<file path="src/rtl/round_key_reader.sv">
// Reads AES expanded-key words back from the key RAM and presents them as
// 128-bit round keys, forward (encrypt) or reverse (decrypt) order.
module round_key_reader #(
  parameter int ADDR_W = 6,
  parameter int DATA_W = 32
) (
  input  logic                Clk,
  input  logic                Rst,
  input  logic                start,
  input  logic                dir,
  input  logic [1:0]          key_len,
  output logic                rd_en,
  output logic [ADDR_W-1:0]   rd_addr,
  input  logic [DATA_W-1:0]   rd_data,
  output logic [4*DATA_W-1:0] round_key,
  output logic [3:0]          round_idx,
  output logic                rk_valid,
  input  logic                rk_ready,
  output logic                rk_last,
  output logic                busy,
  output logic                done,
  output logic [2:0]          fsm_state
);

  typedef enum logic [2:0] {
    IDLE    = 3'd0,
    FETCH   = 3'd1,
    DRAIN   = 3'd2,
    PRESENT = 3'd3,
    FIN     = 3'd4
  } state_t;

  state_t              state, state_nxt;
  logic                dir_q;
  logic [3:0]          nr_q;
  logic [3:0]          r_q;
  logic [1:0]          k_q;
  logic [4*DATA_W-1:0] key_q;
  logic [3:0]          nr_sel;
  logic                last_key;
  logic                xfer;
  logic                cap_en;
  logic [1:0]          slot;

  // Handshake: round_key/round_idx/rk_last are stable while rk_valid is high;
  // a key moves on any edge where rk_valid & rk_ready, and rk_valid then drops.
  assign xfer     = (state == PRESENT) && rk_ready;
  assign last_key = dir_q ? (r_q == 4'd0) : (r_q == nr_q);

  always_comb begin
    nr_sel = 4'd10;
    case (key_len)
      2'd1:    nr_sel = 4'd12;
      2'd2:    nr_sel = 4'd14;
      default: nr_sel = 4'd10;
    endcase
  end

  // RAM data lags rd_en by one cycle, so FETCH k fills slot k-1 and DRAIN slot 3.
  always_comb begin
    cap_en = 1'b0;
    slot   = 2'd0;
    if (state == FETCH && k_q != 2'd0) begin
      cap_en = 1'b1;
      slot   = k_q - 2'd1;
    end else if (state == DRAIN) begin
      cap_en = 1'b1;
      slot   = 2'd3;
    end
  end

  always_ff @(posedge Clk) begin
    if (!Rst) begin
      state <= IDLE;
    end else begin
      state <= state_nxt;
    end
  end

  always_ff @(posedge Clk) begin
    if (!Rst) begin
      dir_q <= 1'b0;
      nr_q  <= 4'd0;
      r_q   <= 4'd0;
      k_q   <= 2'd0;
      key_q <= '0;
    end else begin
      case (state)
        IDLE: begin
          if (start) begin
            dir_q <= dir;
            nr_q  <= nr_sel;
            r_q   <= dir ? nr_sel : 4'd0;
            k_q   <= 2'd0;
          end
        end
        FETCH: k_q <= k_q + 2'd1;
        PRESENT: begin
          if (xfer && !last_key) begin
            r_q <= dir_q ? (r_q - 4'd1) : (r_q + 4'd1);
            k_q <= 2'd0;
          end
        end
        default: ;
      endcase
      if (cap_en) begin
        key_q[(2'd3 - slot)*DATA_W +: DATA_W] <= rd_data;
      end
    end
  end

  always_comb begin
    state_nxt = state;
    case (state)
      IDLE:    if (start) state_nxt = FETCH;
      FETCH:   if (k_q == 2'd3) state_nxt = DRAIN;
      DRAIN:   state_nxt = PRESENT;
      PRESENT: if (xfer) state_nxt = last_key ? FIN : FETCH;
      FIN:     state_nxt = IDLE;
      default: state_nxt = IDLE;
    endcase
  end

  always_comb begin
    rd_en     = 1'b0;
    rd_addr   = '0;
    rk_valid  = 1'b0;
    rk_last   = 1'b0;
    busy      = (state != IDLE);
    done      = 1'b0;
    fsm_state = state;
    round_key = key_q;
    round_idx = r_q;
    case (state)
      FETCH: begin
        rd_en   = 1'b1;
        rd_addr = ADDR_W'({r_q, k_q});
      end
      PRESENT: begin
        rk_valid = 1'b1;
        rk_last  = last_key;
      end
      FIN:     done = 1'b1;
      default: ;
    endcase
  end

endmodule

</file>
<file path="config.mk">
export PLATFORM = sky130hd
export DESIGN_NAME = round_key_reader
export DESIGN_NICKNAME = d
export VERILOG_FILES = /design/src/rtl/round_key_reader.sv
export SDC_FILE = /design/constraint.sdc
export NUM_CORES = 1
export LEC_CHECK = 0
export ABC_AREA = 1
export ABC_CLOCK_PERIOD_IN_PS = 2700
export CELL_PAD_IN_SITES_DETAIL_PLACEMENT = 1
export CELL_PAD_IN_SITES_GLOBAL_PLACEMENT = 2
export CORE_MARGIN = 10
export CORE_UTILIZATION = 25
export DETAILED_ROUTE_END_ITERATION = 12
export GPL_TIMING_DRIVEN = 0
export PLACE_DENSITY = 0.9
export SYNTH_ARGS = -nofsm -noshare
export SYNTH_HDL_FRONTEND = slang
export SYNTH_SLANG_ARGS = --single-unit
export TNS_END_PERCENT = 5
</file>
<file path="constraint.sdc">
create_clock -name Clk -period 2.7 [get_ports Clk]
set_input_delay 0.81 -clock Clk [delete_from_list [all_inputs] [get_ports Clk]]
set_output_delay 0.81 -clock Clk [all_outputs]
set_load 0.02 [all_outputs]
</file>
==> results.cfg, run 1 <==
[sta]
setup_viol = 0
fin_skew_ns = 0.00715
finalSetupTns_ns = 0
whs_ns = 0.466
rsz0062_at_grt = yes
period_minus_slack_ns = 2.63
tightest_slew_ns = 0.748
maxSlewHeadroom_pct = 50.2
fmax_mhz = 381
hold_violations = 0
finalCritPeriodShare_pct = 97.3
slew_violations = 0

[layout]
nets = 1148
fillers = 3021
fin_cells = 1436
area_delta_synth_final_pct = 49.5
final_util_pct = 37.8
drive_above_1_share_pct = 9.00
design_area_mm2 = 0.00914

[floorplan]
initial_utilization_pct = 25.3
rows = 57
die-area_mm2 = 0.0311
ioPinCount = 185
die_y_um = 176
fp.dieW_um = 176
core_area_mm2 = 0.0242

[setup_path]
arrival_ns = 1.82
reg2reg_slack_ns = 0.18
critPathKind = flop to output pin
critPathLaunchType = flop
cp.required_ns = 1.89
crit_fanout = 6
crit_path_end_kind = output pin

[synth]
synth_edf_count = 0
synth_top_family_by_area = simple AND/OR/NAND/NOR gates
synthFlopType = dfxtp_1
synthAdderAreaFrac_pct = 2.37
yosysTopAreaCellShare_pct = 46.2
yosysSeqAreaShare_pct = 46.2
synth_cells = 889
yosys-top-cells-area = dfxtp_1 (46%), nor2_1 (17%), nand3_1 (8.9%)
syn_avg_cell_area_um2 = 6.88
synthMostInstantiatedCell = nor2_1
synth-compound-area-share_pct = 7.33
async_flop_share_pct = 0
netlist_area_mm2 = 0.00611
synth-simple-area-share_pct = 34.1
yosysTopAreaCell = dfxtp_1
synth_xor_area_share_pct = 0.287
yosys_warnings = 0
synth.distinct_cells = 28
syn_nets = 939
synth_seq_cells = 141
synthTopCellsByCount = nor2_1 (283), dfxtp_1 (141), nand3_1 (109)
muxShareOfSynthArea_pct = 0

[grt]
grt.total_usage_pct = 15.8
antenna_found_initial = 1
first_global_vias = 6655
gr-total-overflow = 0
grt_max_degree = 17
grt_first_pass_wirelength_um = 38200

[clocking]
path_clk_slew_ns = 0.06
cts.path.max_buffers = 2
h-tree-depth = 4
cts_sinks = 141
cts_made_buffers = 17
root_buffer = clkbuf_16
clock_latency_ns = 0.41
cts_tree = done

[detailed_routing]
dr.pass1.iters = 4
routed-via-count = 6336
routed_via_density = 4.41
wire_per_inst_um = 17.2
post-route-drc-count = 0
drt_iter0_markers = 245
ant_nets = 0
postRouteWirelength_um = 24700

[placed_design]
port_buffers = 184
gp_congestion = 0.775
postPlaceCellArea_mm2 = 0.00836
dp_hpwl_um = 18700
place_inst = 1397

[power]
power_leakage_uw = 0.00344
peakVddDrop_mv = 0.371
power_density_mw_per_mm2 = 655

[min_path]
hold_class = flop to flop

[run_status]
status = finished clean

[flow_run]
max_cap_viol_count = 0
-- placed cells by master (no fill, tap or decap), drive strengths merged --
master	n
clkbuf	53
nor3	4
bufinv	2
clkdlybuf4s50	175
clkinvlp	2
fa	1
nand3	109
dlygate4sd2	7
diode	1
buf	26
dlymetal6s2s	1
clkinv	3
o22ai	1
nand4	2
dfxtp	141
inv	97
xnor2	2
nor2	286
nand3b	1
ha	10
nor3b	1
o21ai	6
clkdlybuf4s15	1
a21oi	80
nand2	100
-- where the power goes --
part | switching [µW] | internal (µW) | total, µW | leakage [µW]
Sequential | 70.7 | 2170 | 2240 | 0.00114
Clock | 987 | 1430 | 2410 | 0.000286
Combinational | 829 | 498 | 1330 | 0.00202
Total | 1890 | 4100 | 5980 | 0.00344
-- metrics by stage --
step	setup WS, ns	power [µW]
2_1_floorplan	0.158	3020
3_3_place_gp	-0.489	3530
3_5_place_dp	-0.540	3550
4_1_cts	-0.122	6010
5_1_grt	-0.0531	6310
6_report	0.0738	5980
-- per-layer routing --
layer	routed length [µm]	share of wire (%)	GRT usage (%)
met1	11000	45	19.0
met2	11500	47	26.1
met3	1910	7.7	5.89
met4	264	1.1	3.85
met5	0	0	0
-- final cells by class --
cell class	count	area (µm²)	area share, %
sequential	141	2830	31.0
clock buffer	21	460	5.04
timing repair buffer	190	1880	20.6
multi-input combinational	603	2790	30.6
antenna	1	2.50	0.0274
inverter	93	349	3.82
clock inverter	11	131	1.44
buffer	52	285	3.12
tap	324	405	4.44
-- kinds of logic after synthesis --
family | Yosys count
and+or+nand+nor | 503
xor gates and xnor gates | 2
AOI/OAI and AO/OA | 87
adders and majority gates | 11
DFF | 141
buffers and inverters | 145
-- path summary, 6_finish.rpt --
check | from | end | depth (start not counted)
worst min-delay path | round_key[72] | round_key[72] | 2
worst min register to register | round_key[72] | round_key[72] | 2
worst max-delay path | fsm_state[2] | busy | 3
worst max register to register | k_q[0] | round_key[74] | 11
-- critical path, stage by stage, from the launching register on --
cell,delay [ns]
dfxtp_2,0.38
nor3_2,0.34
inv_1,0.13
clkdlybuf4s50_1,0.56
-- registers in the layout, indices dropped and copies added, names as in the netlist --
| signal | count |
|---|---|
| round_idx | 4 |
| nr_q | 3 |
| dir_q | 1 |
| round_key | 128 |
| k_q | 2 |
| fsm_state | 3 |
-- what timing repair did --
item                       CTS  global route
buffers inserted             0             6
hold endpoints to repair     0             0
resized for setup           33            30
pin swaps                    2             6
setup endpoints to repair  134           127
cloned                       0             0
hold buffers                 0             0
(Power assumes the default switching activity.)
==> run 2: changes to the inputs <==
--- a/config.mk
+++ b/config.mk
@@ -9,11 +9,12 @@
 export ABC_CLOCK_PERIOD_IN_PS = 2700
 export CELL_PAD_IN_SITES_DETAIL_PLACEMENT = 1
 export CELL_PAD_IN_SITES_GLOBAL_PLACEMENT = 2
-export CORE_MARGIN = 10
+export CORE_MARGIN = 2
 export CORE_UTILIZATION = 25
 export DETAILED_ROUTE_END_ITERATION = 12
 export GPL_TIMING_DRIVEN = 0
 export PLACE_DENSITY = 0.9
+export RECOVER_POWER = 50
 export SYNTH_ARGS = -nofsm -noshare
 export SYNTH_HDL_FRONTEND = slang
 export SYNTH_SLANG_ARGS = --single-unit
==> results.cfg, run 2 (synthesis results as in run 1) <==
[run_status]
status = finished clean

[setup_path]
slowest_delay_ns = 0.56
critPathLaunchType = flop
cp.required_ns = 1.89
crit_fanout = 6
crit_path_end_kind = output pin
crit_chain = nor3_2 -> inv_1 -> clkdlybuf4s50_1
critPathKind = flop to output pin
arrival_ns = 1.83
cpMaxStageDelayCell = clkdlybuf4s50_1
crit_buf_inv = 2
critPathTopFamily = buffers and inverters

[layout]
fillers = 3018
diodes = 0
nets = 1150
design_area_mm2 = 0.00915
area_delta_synth_final_pct = 49.7
largest_register_ffs = 128
layout_commonest_cell = nor2_1
final_cell_mix = nor2_1 (280), dfxtp_1 (134), dlygate4sd3_1 (129)
drive_above_1_share_pct = 9.43

[clocking]
h-tree-depth = 4
clock_latency_ns = 0.42
cts.path.max_buffers = 2
cts_hold_buf = 0
cts_sinks = 141
root_buffer = clkbuf_16
path_clk_slew_ns = 0.07
cts_tree = done
cts_made_buffers = 17

[sta]
finalCritPeriodShare_pct = 97.9
tightest_slew_ns = 0.689
period_minus_slack_ns = 2.64
rsz0062_at_grt = yes
setup_viol = 0
fin_skew_ns = 0.00806
whs_ns = 0.462
maxSlewHeadroom_pct = 54.1
fmax_mhz = 378
slew_violations = 0
hold_violations = 0

[grt]
grt.total_usage_pct = 18.2
grt_first_pass_wirelength_um = 36300
grt_max_degree = 17
first_global_vias = 6322
antenna_found_initial = 0
gr-total-overflow = 0

[detailed_routing]
wire_per_inst_um = 16.4
dr.pass1.iters = 4
ant_nets = 0
post-route-drc-count = 0
drt_iter0_markers = 238
postRouteWirelength_um = 23600
routed_via_density = 4.40
routed-via-count = 6322

[flow_run]
max_cap_viol_count = 0

[power]
power_density_mw_per_mm2 = 650
power_leakage_uw = 0.00388
peakVddDrop_mv = 0.349

[placed_design]
port_buffers = 184
postPlaceCellArea_mm2 = 0.00836
dp_hpwl_um = 17100
gp_congestion = 0.767

[floorplan]
die-area_mm2 = 0.0257
ioPinCount = 185
rows = 57
die_y_um = 160
initial_utilization_pct = 25.3
fp.dieW_um = 160
core_area_mm2 = 0.0242

[min_path]
hold_class = flop to flop
[run 2: cell types whose count changed in the layout (fill, tap and decap cells not counted), moves of 2 or more]
cell and change:
buf_2 -3, clkbuf_4 +6, clkdlybuf4s50_1 -128, dfxtp_1 -2, dfxtp_2 +3, dlygate4sd3_1 +129
[run 2: layout make-up]
class / instances / area [µm²] / share of cell area [%]
buffer: 52 / 290 / 3.17
tap: 324 / 405 / 4.43
clock buffer: 21 / 460 / 5.03
timing repair buffer: 192 / 1900 / 20.8
inverter: 93 / 349 / 3.82
multi-input combinational: 603 / 2780 / 30.3
sequential: 141 / 2830 / 30.9
clock inverter: 11 / 131 / 1.44
[run 2: layer usage]
layer  share of wire [%]  global-route usage (%)  vias up
li1                    -                       -     3196
met1                  48                    24.2     2983
met2                  46                    29.9      128
met3                 5.0                    4.57       15
met4                0.86                    4.18        0
met5                   0                       0        -
[run 2: worst min-delay path, cell delays in order (launching register included)]
cell     delay (ns)
dfxtp_1        0.30
nand2_1        0.06
a21oi_1        0.05
[run 2: path summary, 6_finish.rpt]
check                      from             to  slack, ns  depth (start not counted)
setup reg to reg         k_q[0]  round_key[92]       0.14                         15
hold / removal    round_key[64]  round_key[64]       0.46                          2
setup / recovery   fsm_state[2]           busy       0.06                          3
hold reg to reg   round_key[64]  round_key[64]       0.46                          2
[run 2: power breakdown]
group	internal, µW	leakage [µW]	total (µW)	switching, µW
Combinational	462	0.00246	1280	823
Sequential	2170	0.00114	2240	69.5
Clock	1420	0.000281	2420	998
Total	4060	0.00388	5950	1890
[run 2: through the flow]
| step | total power, µW | worst slack (ns) | setup TNS [ns] | util (%) | cells |
|---|---|---|---|---|---|
| after CTS | 6010 | -0.147 | -0.390 | 37.2 | 1430 |
| final | 5950 | 0.0574 | 0 | 37.8 | 1437 |
| after global routing | 6250 | -0.0491 | -0.202 | 37.8 | 1437 |
| after floorplan | 3020 | 0.158 | 0 | - | 889 |
| after detailed placement | 3550 | -0.498 | -36.24 | 34.6 | 1397 |
| after global placement | 3530 | -0.444 | -32.31 | 34.6 | 1397 |
[run 2: timing repair]
| action | CTS | global route |
|---|---|---|
| cloned | 0 | 2 |
| pin swaps | 3 | 4 |
| buffers inserted | 1 | 5 |
| endpoints found under the setup margin | 134 | 126 |
| resized for setup | 29 | 44 |
==> run 3: changes to the inputs <==
--- a/config.mk
+++ b/config.mk
@@ -6,7 +6,7 @@
 export NUM_CORES = 1
 export LEC_CHECK = 0
 export ABC_AREA = 1
-export ABC_CLOCK_PERIOD_IN_PS = 2700
+export ABC_CLOCK_PERIOD_IN_PS = 2870
 export CELL_PAD_IN_SITES_DETAIL_PLACEMENT = 1
 export CELL_PAD_IN_SITES_GLOBAL_PLACEMENT = 2
 export CORE_MARGIN = 2
==> constraint.sdc (replaced) <==
create_clock -name Clk -period 2.87 [get_ports Clk]
set_input_delay 0.861 -clock Clk [delete_from_list [all_inputs] [get_ports Clk]]
set_output_delay 0.861 -clock Clk [all_outputs]
set_load 0.02 [all_outputs]
==> results.cfg, run 3 (synthesis results as in run 1) <==
[sta]
fin_skew_ns = 0.00920
finalCritPeriodShare_pct = 96.6
tightest_slew_ns = 0.708
fmax_mhz = 361
whs_ns = 0.462
period_minus_slack_ns = 2.77
finalSetupTns_ns = 0
slew_violations = 0
maxSlewHeadroom_pct = 52.8
setup_viol = 0
rsz0062_at_grt = yes
fin_ws_ns = 0.0975
hold_violations = 0

[detailed_routing]
drt_iter0_markers = 255
dr.pass1.iters = 4
routed-via-count = 6308
ant_nets = 0
post-route-drc-count = 0
postRouteWirelength_um = 23300
routed_via_density = 4.40
wire_per_inst_um = 16.3

[power]
p_sw_uw = 1770
p_clk_share_pct = 40.9
peakVddDrop_mv = 0.328
p_int_uw = 3810
switching_share_pct = 31.7
power_leakage_uw = 0.00389
power_density_mw_per_mm2 = 616
power_frac_seq_pct = 37.8
combPwrFrac_pct = 21.3

[min_path]
hold_class = flop to flop

[layout]
drive_above_1_share_pct = 7.92
largest_register_ffs = 128
diodes = 0
final_cell_mix = nor2_1 (280), dfxtp_1 (138), dlygate4sd3_1 (132)
fin_cells = 1435
multi_input_area_mm2 = 0.00274
area_delta_synth_final_pct = 48.2
area.sequential_mm2 = 0.00283
nets = 1148
layout_commonest_cell = nor2_1
fillers = 3023

[setup_path]
critPathLaunchType = flop
arrival_ns = 1.91
critPathKind = flop to output pin
cpMaxStageDelayCell = clkdlybuf4s50_1
slowest_delay_ns = 0.61
crit_chain = nor2_2 -> nand2_4 -> nor2_1 -> clkdlybuf4s50_1
cp.required_ns = 2.01
reg2reg_slack_ns = 0.22
crit_path_end_kind = output pin
crit_fanout = 9

[flow_run]
max_cap_viol_count = 0

[floorplan]
die_y_um = 160
core_area_mm2 = 0.0242
die-area_mm2 = 0.0257
rows = 57
fp.dieW_um = 160
initial_utilization_pct = 25.3
ioPinCount = 185

[clocking]
cts_hold_buf = 0
path_clk_slew_ns = 0.07
cts_made_buffers = 17
h-tree-depth = 4
clock_latency_ns = 0.42
root_buffer = clkbuf_16
cts_tree = done
cts.path.max_buffers = 2
cts_sinks = 141

[grt]
grt_max_degree = 17
gr-total-overflow = 0
grt_first_pass_wirelength_um = 36200
grt.total_usage_pct = 18.2
antenna_found_initial = 0
first_global_vias = 6303

[run_status]
status = finished clean

[placed_design]
place_ws_ns = -0.328
place_inst = 1397
port_buffers = 184
gp_congestion = 0.767
dp_hpwl_um = 17100
-- run 3: timing repair --
action,in CTS,in global routing
buffers inserted,0,6
endpoints found under the hold margin,0,0
cloned,0,0
setup endpoints to repair,113,128
pin swaps,1,3
gates resized for setup,18,18
-- run 3: per-layer routing --
metal / track usage [%] / wire (µm) / share of wire [%] / vias up
met1: 24.2 / 11200 / 48 / 2973
met5: 0 / 0 / 0 / -
met4: 4.18 / 189 / 0.81 / 0
li1: - / - / - / 3191
met2: 29.9 / 10800 / 46 / 130
met3: 4.57 / 1150 / 4.9 / 14
-- run 3: worst paths after layout --
path                               startpoint       endpoint  depth (start not counted)
worst max-delay path             fsm_state[2]     rd_addr[3]                          4
worst min-delay path            round_key[65]  round_key[65]                          2
worst max register to register   fsm_state[2]  round_key[95]                         13
worst min register to register  round_key[65]  round_key[65]                          2
-- run 3: power by group through the flow --
stage	combinational, µW	clock (µW)	sequential (µW)
after floorplan	614	0	2230
after global placement	1160	0	2150
after detailed placement	1180	0	2160
after CTS	1200	2330	2110
after global routing	1320	2420	2120
final	1190	2280	2110
-- run 3: cell type report --
class / count / area share (%)
tap: 324 / 4.48
buffer: 52 / 2.83
timing repair buffer: 190 / 20.8
multi-input combinational: 603 / 30.3
clock buffer: 21 / 5.08
sequential: 141 / 31.2
clock inverter: 11 / 1.45
inverter: 93 / 3.85
-- run 3: metrics by stage --
stage | area, µm² | power, µW | util (%)
global route | 9060 | 5860 | 37.5
finish | 9060 | 5580 | 37.5
CTS | 8970 | 5640 | 37.1
detailed placement | 8360 | 3340 | 34.6
global placement | 8360 | 3320 | 34.6
floorplan | 6110 | 2840 | -
-- run 3: critical path, delay by kind of cell (launching register included) --
family	cells	cell delay (ns)
DFF	1	0.40
and+or+nand+nor	3	0.48
buffers and inverters	1	0.61
